--- src/rtl/sdram_port_arbiter_if.sv ---
// Requester-side port of sdram_port_arbiter: a held request, its payload and the completion handshake.
interface sdram_port_arbiter_if;
  logic        req;
  logic        we;
  logic [23:0] addr;
  logic [15:0] din;
  logic        uds;
  logic        lds;
  logic        ack;
  logic [15:0] dout;

  modport master (output req, we, addr, din, uds, lds, input ack, dout);
  modport slave  (input req, we, addr, din, uds, lds, output ack, dout);
endinterface

--- src/rtl/sdram_port_arbiter.sv ---
// Two-port arbiter (CPU priority, DMA anti-starvation) in front of a 68k-style SDRAM controller port.
// Optional build macro SDRAM_ARB_REFRESH_EN: internal refresh divider instead of echoing refresh_in_i.
module sdram_port_arbiter #(
  parameter int MIN_HOLD    = 2,
  parameter int GAP         = 1,
  parameter int P1_MAX_WAIT = 16,
  parameter int REFRESH_DIV = 500
) (
  input  logic                clk,
  input  logic                reset,
  sdram_port_arbiter_if.slave p0,
  sdram_port_arbiter_if.slave p1,
  output logic [23:0]         mem_addr_o,
  output logic [15:0]         mem_din_o,
  output logic                mem_uds_o,
  output logic                mem_lds_o,
  output logic                mem_oe_o,
  output logic                mem_we_o,
  input  logic [15:0]         mem_dout_i,
  input  logic                mem_dtack_i,
  input  logic                refresh_in_i,
  output logic                mem_refresh_o
);

  localparam int CW = $clog2(((MIN_HOLD > GAP) ? MIN_HOLD : GAP) + 1);

  if (MIN_HOLD < 1 || GAP < 1 || P1_MAX_WAIT > 255 || REFRESH_DIV < 2) begin : g_badParams
    $error("sdram_port_arbiter: illegal parameter set");
  end

  typedef enum logic [1:0] {
    ST_IDLE,
    ST_ISSUE,
    ST_WAIT,
    ST_RELEASE
  } state_t;

  state_t          state_q;
  logic [CW-1:0]   cnt_q;
  logic            owner_q;
  logic [7:0]      starve_q;
  logic [7:0]      starve_d;
  logic [23:0]     memAddr_q;
  logic [15:0]     memDin_q;
  logic            memUds_q;
  logic            memLds_q;
  logic            memOe_q;
  logic            memWe_q;
  logic            ack0_q;
  logic            ack1_q;
  logic [15:0]     dout0_q;
  logic [15:0]     dout1_q;
  logic            refresh_q;

  logic            grant0;
  logic            grant1;
  logic            selWe;
  logic [23:0]     selAddr;
  logic [15:0]     selDin;
  logic            selUds;
  logic            selLds;

  // Port 0 wins by default; a port 1 that has waited long enough outranks it.
  always_comb begin
    grant0 = 1'b0;
    grant1 = 1'b0;
    if (state_q == ST_IDLE) begin
      if (p1.req && (starve_q >= 8'(P1_MAX_WAIT) || !p0.req)) begin
        grant1 = 1'b1;
      end else if (p0.req) begin
        grant0 = 1'b1;
      end
    end
  end

  always_comb begin
    selWe   = grant1 ? p1.we   : p0.we;
    selAddr = grant1 ? p1.addr : p0.addr;
    selDin  = grant1 ? p1.din  : p0.din;
    selUds  = grant1 ? p1.uds  : p0.uds;
    selLds  = grant1 ? p1.lds  : p0.lds;
  end

  always_comb begin
    starve_d = starve_q;
    if (!p1.req || grant1) begin
      starve_d = '0;
    end else if (starve_q != 8'hFF) begin
      starve_d = starve_q + 8'd1;
    end
  end

  always_ff @(posedge clk) begin
    if (reset) begin
      state_q   <= ST_IDLE;
      cnt_q     <= '0;
      owner_q   <= 1'b0;
      starve_q  <= '0;
      memAddr_q <= '0;
      memDin_q  <= '0;
      memUds_q  <= 1'b0;
      memLds_q  <= 1'b0;
      memOe_q   <= 1'b0;
      memWe_q   <= 1'b0;
      ack0_q    <= 1'b0;
      ack1_q    <= 1'b0;
      dout0_q   <= '0;
      dout1_q   <= '0;
    end else begin
      ack0_q   <= 1'b0;
      ack1_q   <= 1'b0;
      starve_q <= starve_d;
      case (state_q)
        ST_IDLE: begin
          if (grant0 || grant1) begin
            owner_q   <= grant1;
            memAddr_q <= selAddr;
            memDin_q  <= selDin;
            memUds_q  <= selUds;
            memLds_q  <= selLds;
            memOe_q   <= !selWe;
            memWe_q   <= selWe;
            cnt_q     <= '0;
            state_q   <= ST_ISSUE;
          end
        end
        ST_ISSUE: begin
          // Give the controller time to pull dtack low before we start trusting it.
          if (cnt_q == CW'(MIN_HOLD - 1)) begin
            cnt_q   <= '0;
            state_q <= ST_WAIT;
          end else begin
            cnt_q <= cnt_q + CW'(1);
          end
        end
        ST_WAIT: begin
          if (mem_dtack_i) begin
            if (!memWe_q) begin
              if (owner_q) dout1_q <= mem_dout_i;
              else         dout0_q <= mem_dout_i;
            end
            if (owner_q) ack1_q <= 1'b1;
            else         ack0_q <= 1'b1;
            memOe_q  <= 1'b0;
            memWe_q  <= 1'b0;
            memUds_q <= 1'b0;
            memLds_q <= 1'b0;
            cnt_q    <= '0;
            state_q  <= ST_RELEASE;
          end
        end
        ST_RELEASE: begin
          if (cnt_q == CW'(GAP - 1)) begin
            cnt_q   <= '0;
            state_q <= ST_IDLE;
          end else begin
            cnt_q <= cnt_q + CW'(1);
          end
        end
        default: state_q <= ST_IDLE;
      endcase
    end
  end

`ifdef SDRAM_ARB_REFRESH_EN
  localparam int RW = $clog2(REFRESH_DIV);
  logic [RW-1:0] refCnt_q;

  always_ff @(posedge clk) begin
    if (reset) begin
      refCnt_q  <= '0;
      refresh_q <= 1'b0;
    end else if (refCnt_q == RW'(REFRESH_DIV - 1)) begin
      refCnt_q  <= '0;
      refresh_q <= 1'b1;
    end else begin
      refCnt_q  <= refCnt_q + RW'(1);
      refresh_q <= 1'b0;
    end
  end
`else
  always_ff @(posedge clk) begin
    if (reset) refresh_q <= 1'b0;
    else       refresh_q <= refresh_in_i;
  end
`endif

  assign mem_addr_o    = memAddr_q;
  assign mem_din_o     = memDin_q;
  assign mem_uds_o     = memUds_q;
  assign mem_lds_o     = memLds_q;
  assign mem_oe_o      = memOe_q;
  assign mem_we_o      = memWe_q;
  assign mem_refresh_o = refresh_q;
  assign p0.ack        = ack0_q;
  assign p0.dout       = dout0_q;
  assign p1.ack        = ack1_q;
  assign p1.dout       = dout1_q;

endmodule

--- src/flat_wrapper.sv ---
// flat-port wrapper written by rule: the top's interface ports become plain ports
module sdram_port_arbiter_flat 
#(
  parameter int MIN_HOLD    = 2,
  parameter int GAP         = 1,
  parameter int P1_MAX_WAIT = 16,
  parameter int REFRESH_DIV = 500
)
  (clk, reset, mem_addr_o, mem_din_o, mem_uds_o, mem_lds_o, mem_oe_o, mem_we_o, mem_dout_i, mem_dtack_i, refresh_in_i, mem_refresh_o, p0_req, p0_we, p0_addr, p0_din, p0_uds, p0_lds, p0_ack, p0_dout, p1_req, p1_we, p1_addr, p1_din, p1_uds, p1_lds, p1_ack, p1_dout);
  sdram_port_arbiter_if p0_i ();
  sdram_port_arbiter_if p1_i ();
  input  logic clk;
  input  logic reset;
  output logic [23:0] mem_addr_o;
  output logic [15:0] mem_din_o;
  output logic mem_uds_o;
  output logic mem_lds_o;
  output logic mem_oe_o;
  output logic mem_we_o;
  input  logic [15:0] mem_dout_i;
  input  logic mem_dtack_i;
  input  logic refresh_in_i;
  output logic mem_refresh_o;
  input wire logic [$bits(p0_i.req)-1:0] p0_req;
  input wire logic [$bits(p0_i.we)-1:0] p0_we;
  input wire logic [$bits(p0_i.addr)-1:0] p0_addr;
  input wire logic [$bits(p0_i.din)-1:0] p0_din;
  input wire logic [$bits(p0_i.uds)-1:0] p0_uds;
  input wire logic [$bits(p0_i.lds)-1:0] p0_lds;
  output wire logic [$bits(p0_i.ack)-1:0] p0_ack;
  output wire logic [$bits(p0_i.dout)-1:0] p0_dout;
  input wire logic [$bits(p1_i.req)-1:0] p1_req;
  input wire logic [$bits(p1_i.we)-1:0] p1_we;
  input wire logic [$bits(p1_i.addr)-1:0] p1_addr;
  input wire logic [$bits(p1_i.din)-1:0] p1_din;
  input wire logic [$bits(p1_i.uds)-1:0] p1_uds;
  input wire logic [$bits(p1_i.lds)-1:0] p1_lds;
  output wire logic [$bits(p1_i.ack)-1:0] p1_ack;
  output wire logic [$bits(p1_i.dout)-1:0] p1_dout;
  assign p0_i.req = p0_req;
  assign p0_i.we = p0_we;
  assign p0_i.addr = p0_addr;
  assign p0_i.din = p0_din;
  assign p0_i.uds = p0_uds;
  assign p0_i.lds = p0_lds;
  assign p0_ack = p0_i.ack;
  assign p0_dout = p0_i.dout;
  assign p1_i.req = p1_req;
  assign p1_i.we = p1_we;
  assign p1_i.addr = p1_addr;
  assign p1_i.din = p1_din;
  assign p1_i.uds = p1_uds;
  assign p1_i.lds = p1_lds;
  assign p1_ack = p1_i.ack;
  assign p1_dout = p1_i.dout;
  sdram_port_arbiter #(.MIN_HOLD(MIN_HOLD), .GAP(GAP), .P1_MAX_WAIT(P1_MAX_WAIT), .REFRESH_DIV(REFRESH_DIV)) u_core (.clk(clk), .reset(reset), .p0(p0_i), .p1(p1_i), .mem_addr_o(mem_addr_o), .mem_din_o(mem_din_o), .mem_uds_o(mem_uds_o), .mem_lds_o(mem_lds_o), .mem_oe_o(mem_oe_o), .mem_we_o(mem_we_o), .mem_dout_i(mem_dout_i), .mem_dtack_i(mem_dtack_i), .refresh_in_i(refresh_in_i), .mem_refresh_o(mem_refresh_o));
endmodule
--- config.mk ---
export PLATFORM = sky130hd
export DESIGN_NAME = sdram_port_arbiter_flat
export DESIGN_NICKNAME = d
export VERILOG_FILES = /design/src/rtl/sdram_port_arbiter_if.sv /design/src/rtl/sdram_port_arbiter.sv /design/src/flat_wrapper.sv
export SDC_FILE = /design/constraint.sdc
export NUM_CORES = 1
export LEC_CHECK = 0
export BUFFER_PORTS_ARGS = -buffer_cell sky130_fd_sc_hd__buf_2
export CORE_ASPECT_RATIO = 0.8
export CORE_UTILIZATION = 50
export DETAILED_ROUTE_END_ITERATION = 16
export PLACE_DENSITY = 0.9
export SLEW_MARGIN = 5
export SYNTH_ARGS = -nofsm -noshare
export SYNTH_HDL_FRONTEND = slang
export SYNTH_SLANG_ARGS = --single-unit
--- constraint.sdc ---
create_clock -name clk -period 2.9 [get_ports clk]
set_input_delay 0.29 -clock clk [delete_from_list [all_inputs] [get_ports clk]]
set_output_delay 0.29 -clock clk [all_outputs]
set_load 0.005 [all_outputs]
==> results.toml, run 1 <==
[pwr]
powerDensity_mw_per_mm2 = 787
vdd_drop_max_uv = 365
p_leak_nw = 2.32

[cts]
cts_setup_buffers = 0
clock_sinks = 92
clkTransAtPathRegs_ps = 90
clockRootBuffer = "clkbuf_8"
cts_buffers = 9
cts_buffer_depth = 2
cts_hold_buf = 0
post_cts_resized = 0
cts_tree = "done"
insertion_delay_ps = 350
ctsHtreeMaxLevel = 3

[synth]
synth_area_leaders = "dfxtp_1 (47%), nor2_1 (9.0%), nor4_1 (6.4%)"
yosysMostFrequentCell = "nor2_1"
synthesis.nets = 589
synth_edf_count = 0
synth-seq-cells = 92
yosysSeqAreaShare = 0.473
yosysTopAreaCellShare = 0.473
ys.flop_type = "dfxtp_1"
syn_area_per_cell_sq_um = 8.27
syn_area_sq_mm = 0.00390
synth.distinct_cells = 39
synthCells = 471
synth_commonest_cells = "nor2_1 (93), dfxtp_1 (92), nand2_1 (66), nor3_1 (46), nor4_1 (40)"
async_flop_share = 0
synth.largest_area_cell = "dfxtp_1"
yosysWarnings = 0

[worst_setup_path]
required_ps = 3150
critPathBufInv = 1
worst_path_max_delay_cell = "o211a_1"
crit_family = "compound AO/OA/AOI/OAI gates"
end_kind = "register"
crit_chain = "inv_1, ha_1, o211a_1, nor3_1, nor4_1"
arrival_ps = 2650
crit_path_max_fanout = 40
path_class = "reg -> reg"
slowest_delay_ps = 1060
startpoint_type = "register"

[floorplan]
rows = 28
start_util = 0.522
coreArea_sq_mm = 0.00746
dieArea_sq_mm = 0.00815
io_pins = 187
die_h_um = 81.0
die_w_um = 101

[placed_design]
place_inst = 733
numPortBuffers = 186
dpl.hpwl_um = 7730
dp_slack_ps = 486
globalplace.congestion = 0.808

[worst_hold_path]
hp-class = "in -> reg"

[global_route]
grt.total_usage = 0.251
met2_usage = 0.469
grtUsageMet1 = 0.264
top_usage_layer = "met2"
grt_pass1_wl_um = 16100
grt_max_degree = 44
antenna_found_initial = 1
grt_pass1_vias = 3719
grt_remaining_overflow = 0
grt.met3_usage = 0.0749

[drt]
antenna_left = 0
drtIter0Drc = 172
via_per_inst = 5.31
vias = 3980
first_pass_iters = 7
totalWireLength_um = 10600
detail_route.wl_per_cell_um = 14.2
route.detailed.drc = 0

[timing]
finClkSkew_ps = 11.1
slew-limit-headroom = 0.164
setup_viol = 0
min_period_ps = 2400
setup_slack_ps = 505
timing.final.crit_share = 0.826
setup_tns_ps = 0
tightest_slew_ps = 1250
rsz0062_at_grt = "no"
fmaxAchievable_mhz = 417
hold_violations = 0
slew_violations = 0

[final_layout]
nFillCells = 620
drive_gt1_frac = 0.333
final_cells = 749
area_growth_pct = 27.1
nets = 757

[outcome]
status = "completed"

[flow_run]
max_cap_violations = 0
[power by group]
part           switching [W]  internal [W]  leakage (nW)
combinational       0.000815      0.000553          1.47
clock               0.000440      0.000420        0.0946
sequential          0.000147       0.00152         0.754
[path summary, 6_finish.rpt]
check / startpoint / to / slack (ps) / cells after the start
setup / recovery: u_core.state_q[0] / u_core.mem_din_o[10] / 500 / 5
hold / removal: refresh_in_i / u_core.mem_refresh_o / 150 / 2
setup reg to reg: u_core.state_q[0] / u_core.mem_din_o[10] / 500 / 5
hold reg to reg: u_core.p0.dout[9] / u_core.p0.dout[9] / 460 / 2
[cell usage in the layout (no fill, tap or decap), types with 2 or more instances in the layout]
cell | Yosys | routed
nor2b_1 | 5 | 4
nor3_1 | 46 | 46
nor2_1 | 93 | 93
inv_1 | 6 | 6
a22oi_1 | 2 | 2
or3_1 | 2 | 2
ha_1 | 10 | 10
nand3_1 | 3 | 3
o2bb2ai_1 | 3 | 3
a211oi_1 | 4 | 4
clkinvlp_4 | 0 | 2
mux2i_1 | 7 | 7
nor4_1 | 40 | 40
a21oi_1 | 35 | 35
buf_4 | 2 | 5
clkbuf_8 | 1 | 10
and3_1 | 5 | 5
and3_2 | 2 | 2
buf_2 | 0 | 186
dfxtp_1 | 92 | 92
nand2_1 | 66 | 66
clkinv_4 | 0 | 2
[layer usage]
metal / wire length [um] / part of all wire
met5: 0 / 0
met4: 278 / 0.026
met3: 790 / 0.075
met2: 5340 / 0.50
met1: 4190 / 0.40
[state kept, by name, summed over array words and instances (netlist names)]
register	flops
u_core.p1.ack	1
u_core.mem_addr_o	24
u_core.p0.dout	16
u_core.mem_we_o	1
u_core.mem_refresh_o	1
u_core.owner_q	1
u_core.cnt_q	2
u_core.mem_din_o	16
u_core.mem_lds_o	1
u_core.state_q	2
u_core.mem_oe_o	1
u_core.starve_q	8
u_core.p1.dout	16
u_core.p0.ack	1
u_core.mem_uds_o	1
[area by class of cell]
type | instances | area, sq um | share of cell area
repair buffers | 191 | 968 | 0.196
diodes | 1 | 2.50 | 0.000505
multi-input cells | 339 | 1790 | 0.361
flip-flops and latches | 92 | 1840 | 0.372
well taps | 105 | 131 | 0.0265
inverters | 6 | 22.5 | 0.00455
clock buffers | 10 | 138 | 0.0278
clock inverters | 5 | 62.6 | 0.0126
[through the flow]
step / hold slack (ps) / utilization / cell area (sq um) / total power (W)
2_1_floorplan: 418 / - / 3900 / 0.00261
3_3_place_gp: 439 / 0.637 / 4750 / 0.00300
3_5_place_dp: 447 / 0.637 / 4750 / 0.00307
4_1_cts: 135 / 0.663 / 4950 / 0.00392
5_1_grt: 137 / 0.664 / 4950 / 0.00416
6_report: 147 / 0.664 / 4950 / 0.00390
[worst reg2reg max path, cell delays in order, from the launching register on]
cell and delay (ps):
dfxtp_1 340, inv_1 90, ha_1 390, o211a_1 1060, nor3_1 140, nor4_1 290
[cells by family (layout without fill, tap and decap cells)]
group,after synthesis,count (layout),synth area share
buf+inv,40,212,0.0748
other cells,0,1,0
fa+ha+maj,10,10,0.0321
xor+xnor,1,1,0.00225
mux,7,7,0.0180
compound gates,51,51,0.0803
flops,92,92,0.473
simple gates,270,270,0.320
(Power assumes the default switching activity.)
==> run 2, diff against run 1 <==
- ABC_AREA: default -> 1
- CORE_UTILIZATION: 50 -> 43
- PLACE_DENSITY: 0.9 -> 0.8
- clock period: 2.9 -> 2 ns (I/O delays scaled with it)
==> results.toml, run 2 <==
[final_layout]
nFillCells = 911
mostFrequentLayoutCell = "buf_2"
area_growth_pct = 31.8
nets = 891
final_cells = 913
final_util = 0.586
drive_gt1_frac = 0.350
diodes = 0
largest_reg_flops = 24
multi_input_area_sq_mm = 0.00201
seq_area_sq_mm = 0.00184
mostFrequentLayoutCells = "buf_2 (186), nand3_1 (132), dfxtp_1 (92), nor2_1 (76), nand2_1 (70)"

[synth]
async_flop_share = 0
yosysTopAreaCellShare = 0.429
synth_commonest_cells = "nand3_1 (132), dfxtp_1 (92), nor2_1 (76), nand2_1 (71), inv_1 (69)"
synthCells = 596
synth-seq-cells = 92
synthesis.nets = 714
synth.largest_area_cell = "dfxtp_1"
yosysMostFrequentCell = "nand3_1"
ys.flop_type = "dfxtp_1"
synth_edf_count = 0
syn_area_per_cell_sq_um = 7.20
yosysSeqAreaShare = 0.429
syn_area_sq_mm = 0.00429
yosysWarnings = 0
synth.distinct_cells = 30
synth_area_leaders = "dfxtp_1 (43%), nand3_1 (15%), nor2_1 (6.6%)"

[global_route]
grt_pass1_vias = 3837
grt.total_usage = 0.216
antenna_found_initial = 0
grt_remaining_overflow = 0
grt_pass1_wl_um = 18100
grt_max_degree = 81

[timing]
fmaxAchievable_mhz = 582
timing.final.crit_share = 0.859
min_period_ps = 1720
setup_tns_ps = 0
worst_hold_slack_ps = 58.6
slew_violations = 0
rsz0062_at_grt = "no"
tightest_slew_ps = 368
finClkSkew_ps = 8.47
hold_violations = 0
slew-limit-headroom = 0.754
setup_viol = 0

[drt]
first_pass_iters = 5
totalWireLength_um = 11100
drtIter0Drc = 220
route.detailed.drc = 0
vias = 4330
detail_route.wl_per_cell_um = 12.2
antenna_left = 0
via_per_inst = 4.74

[pwr]
p_clk_frac = 0.262
switching_share = 0.343
power_switching_w = 0.00225
seqPwrFrac = 0.369
internal_power_w = 0.00432
comb_power_share = 0.368
vdd_drop_max_uv = 540
p_leak_nw = 3.17
powerDensity_mw_per_mm2 = 1160

[placed_design]
globalplace.congestion = 0.797
place_inst = 895
numPortBuffers = 186
dpl.hpwl_um = 8040

[cts]
clock_sinks = 92
cts_buffer_depth = 2
cts_buffers = 9
clkTransAtPathRegs_ps = 70
ctsHtreeMaxLevel = 3
insertion_delay_ps = 340
cts_tree = "done"
clockRootBuffer = "clkbuf_16"

[worst_hold_path]
hp-class = "in -> reg"

[worst_setup_path]
crit_path_max_fanout = 25
end_kind = "register"
path_class = "reg -> reg"
arrival_ps = 2000
required_ps = 2280
startpoint_type = "register"

[floorplan]
io_pins = 187
die_w_um = 114
rows = 32
coreArea_sq_mm = 0.00965
dieArea_sq_mm = 0.0104
die_h_um = 91.4
start_util = 0.445

[flow_run]
max_cap_violations = 0

[outcome]
status = "completed"
run 2: area by class of cell:
class                   count  share of cell area
clock buffers               9              0.0398
clock inverters             6              0.0142
inverters                  73              0.0487
multi-input cells         398               0.356
flip-flops and latches     92               0.326
well taps                 136              0.0301
repair buffers            199               0.186
run 2: timing repair:
item                       CTS  global route
hold buffers                 0             0
setup endpoints to repair    0            17
buffers inserted             0             3
resized for setup            0             0
run 2: worst paths after layout:
path,startpoint,to,slack (ps),depth (start not counted)
setup / recovery,u_core.state_q[0],u_core.mem_din_o[5],280,10
hold reg to reg,u_core.mem_oe_o,u_core.mem_oe_o,470,2
setup reg to reg,u_core.state_q[0],u_core.mem_din_o[5],280,10
hold / removal,refresh_in_i,u_core.mem_refresh_o,60,3
run 2: per-stage QoR:
stage               area, sq um  total power [W]  setup WS (ps)
floorplan                  4290          0.00405            465
global route               5660          0.00706           73.1
global placement           5330          0.00483            230
detailed placement         5330          0.00487            120
finish                     5660          0.00658            283
CTS                        5640          0.00663            121
run 2: logic make-up (layout without fill, tap and decap cells):
kind of cell,Yosys count,count (layout),share of synthesized area
flip-flops,92,92,0.429
buffers and inverters,106,287,0.103
AO/OA/AOI/OAI,50,50,0.0598
XOR/XNOR,2,2,0.00408
AND/OR/NAND/NOR,336,336,0.375
adder cells (fa/ha/maj),10,10,0.0292
run 2: routing by layer:
| layer | share of wire | track usage | up-vias |
|---|---|---|---|
| li1 | - | - | 2254 |
| met1 | 0.46 | 0.287 | 1929 |
| met2 | 0.47 | 0.342 | 125 |
| met3 | 0.047 | 0.0507 | 22 |
| met4 | 0.023 | 0.0735 | 0 |
| met5 | 0 | 0 | - |
run 2: critical path, stage by stage (launching register included):
cell	delay (ps)
dfxtp_1	380
inv_1	90
ha_1	240
nand2_1	130
clkinv_2	100
nand2_4	260
buf_12	200
nand2_1	60
nand3_1	70
nand3_1	80
inv_1	60
run 2: power groups by stage:
stage	sequential, W	combinational [W]	clock, W
after floorplan	0.00249	0.00156	0
after global placement	0.00246	0.00238	0
after detailed placement	0.00246	0.00241	0
after CTS	0.00243	0.00243	0.00177
after global routing	0.00248	0.00274	0.00184
final	0.00243	0.00242	0.00173
==> run 3, diff against run 2 <==
- CORE_ASPECT_RATIO: 0.8 -> default
==> results.toml, run 3 (synthesis results as in run 2) <==
[timing]
fmaxAchievable_mhz = 573
setup_tns_ps = 0
timing.final.crit_share = 0.872
min_period_ps = 1740
setup_slack_ps = 256
rsz0062_at_grt = "no"
slew-limit-headroom = 0.702
hold_violations = 0
setup_viol = 0
tightest_slew_ps = 446
slew_violations = 0
finClkSkew_ps = 13.3

[cts]
insertion_delay_ps = 370
clkTransAtPathRegs_ps = 90
cts_buffer_depth = 2
clockRootBuffer = "clkbuf_8"
ctsHtreeMaxLevel = 3
clock_sinks = 92
cts_hold_buf = 0
cts_buffers = 9
cts_setup_buffers = 0
cts_tree = "done"
post_cts_resized = 0

[floorplan]
die_h_um = 102
dieArea_sq_mm = 0.0104
rows = 36
die_w_um = 102
io_pins = 187
coreArea_sq_mm = 0.00973
start_util = 0.441

[worst_setup_path]
critPathBufInv = 3
path_class = "reg -> reg"
startpoint_type = "register"
r2r_start = "u_core.state_q[0]"
worstReg2RegEnd = "u_core.mem_uds_o"
timing.critical_path.from = "u_core.state_q[0]"
worstRegToRegCells = 9
crit_family = "simple AND/OR/NAND/NOR gates"
slowest_delay_ps = 350
required_ps = 2290
path_depth = 9
reg2reg_slack_ps = 260
endpoint = "u_core.mem_uds_o"
end_kind = "register"
crit_chain = "inv_1, ha_1, nand2_1, nand2_2, buf_12, inv_1, nor2_1, nand3_1, a21oi_1"
worst_path_max_delay_cell = "dfxtp_1"
crit_top_cell = "inv_1"
crit_path_max_fanout = 81
arrival_ps = 2040

[worst_hold_path]
hp-class = "in -> reg"

[global_route]
grt_pass1_vias = 3755
grt.total_usage = 0.209
grt_pass1_wl_um = 17000
antenna_found_initial = 0
grt_max_degree = 82
grt_remaining_overflow = 0

[final_layout]
mostFrequentLayoutCell = "buf_2"
drive_gt1_frac = 0.348
final_cells = 907
diodes = 0
nFillCells = 956
mostFrequentLayoutCells = "buf_2 (186), nand3_1 (132), dfxtp_1 (92), nor2_1 (76), nand2_1 (70)"
area_growth_pct = 28.8
largest_reg_flops = 24
nets = 887

[drt]
detail_route.wl_per_cell_um = 12.0
route.detailed.drc = 0
first_pass_iters = 4
antenna_left = 0
drtIter0Drc = 123
vias = 4318
via_per_inst = 4.76
totalWireLength_um = 10900

[placed_design]
dp_slack_ps = 274
numPortBuffers = 186
dpl.hpwl_um = 7830
place_inst = 891
globalplace.congestion = 0.804

[pwr]
total_power_w = 0.00610
vdd_drop_max_uv = 524
p_leak_nw = 3.10
powerDensity_mw_per_mm2 = 1100

[outcome]
status = "completed"

[flow_run]
max_cap_violations = 0
==> run 3: layout make-up <==
type,instances,area [sq um],area share
Tap cell,133,166,0.0301
Timing Repair Buffer,195,1020,0.185
Sequential cell,92,1840,0.333
Clock inverter,6,71.3,0.0129
Clock buffer,10,138,0.0249
Inverter,73,275,0.0498
Multi-Input combinational cell,398,2010,0.364
==> run 3: worst min-delay path, cell delays in order <==
cell and delay [ps]:
buf_2 90, inv_1 40, nor2_1 30
==> run 3: routing by layer <==
layer | up-vias | track usage | part of all wire | wire, um
li1 | 2245 | - | - | -
met1 | 1914 | 0.239 | 0.43 | 4630
met2 | 146 | 0.364 | 0.47 | 5150
met3 | 13 | 0.0691 | 0.085 | 927
met4 | 0 | 0.0758 | 0.013 | 146
met5 | - | 0 | 0 | 0
==> run 3: worst min-delay path by stage <==
stage,cells after the start,to,from
floorplan,2,u_core.mem_refresh_o,refresh_in_i
global placement,3,u_core.mem_refresh_o,refresh_in_i
detailed placement,3,u_core.mem_refresh_o,refresh_in_i
CTS,3,u_core.mem_refresh_o,refresh_in_i
global route,3,u_core.mem_refresh_o,refresh_in_i
finish,3,u_core.mem_refresh_o,refresh_in_i
==> run 3: through the flow <==
| stage | hold slack, ps | instance area (sq um) | util |
|---|---|---|---|
| after floorplan | 307 | 4290 | - |
| after global placement | 400 | 5320 | 0.547 |
| after detailed placement | 407 | 5320 | 0.547 |
| after CTS | 11.5 | 5530 | 0.568 |
| after global routing | 24.3 | 5530 | 0.568 |
| final | 28.9 | 5530 | 0.568 |
==> run 3: where the power goes <==
part	internal, W	switching (W)
clock	0.000620	0.000678
combinational	0.00109	0.00128
sequential	0.00223	0.000198
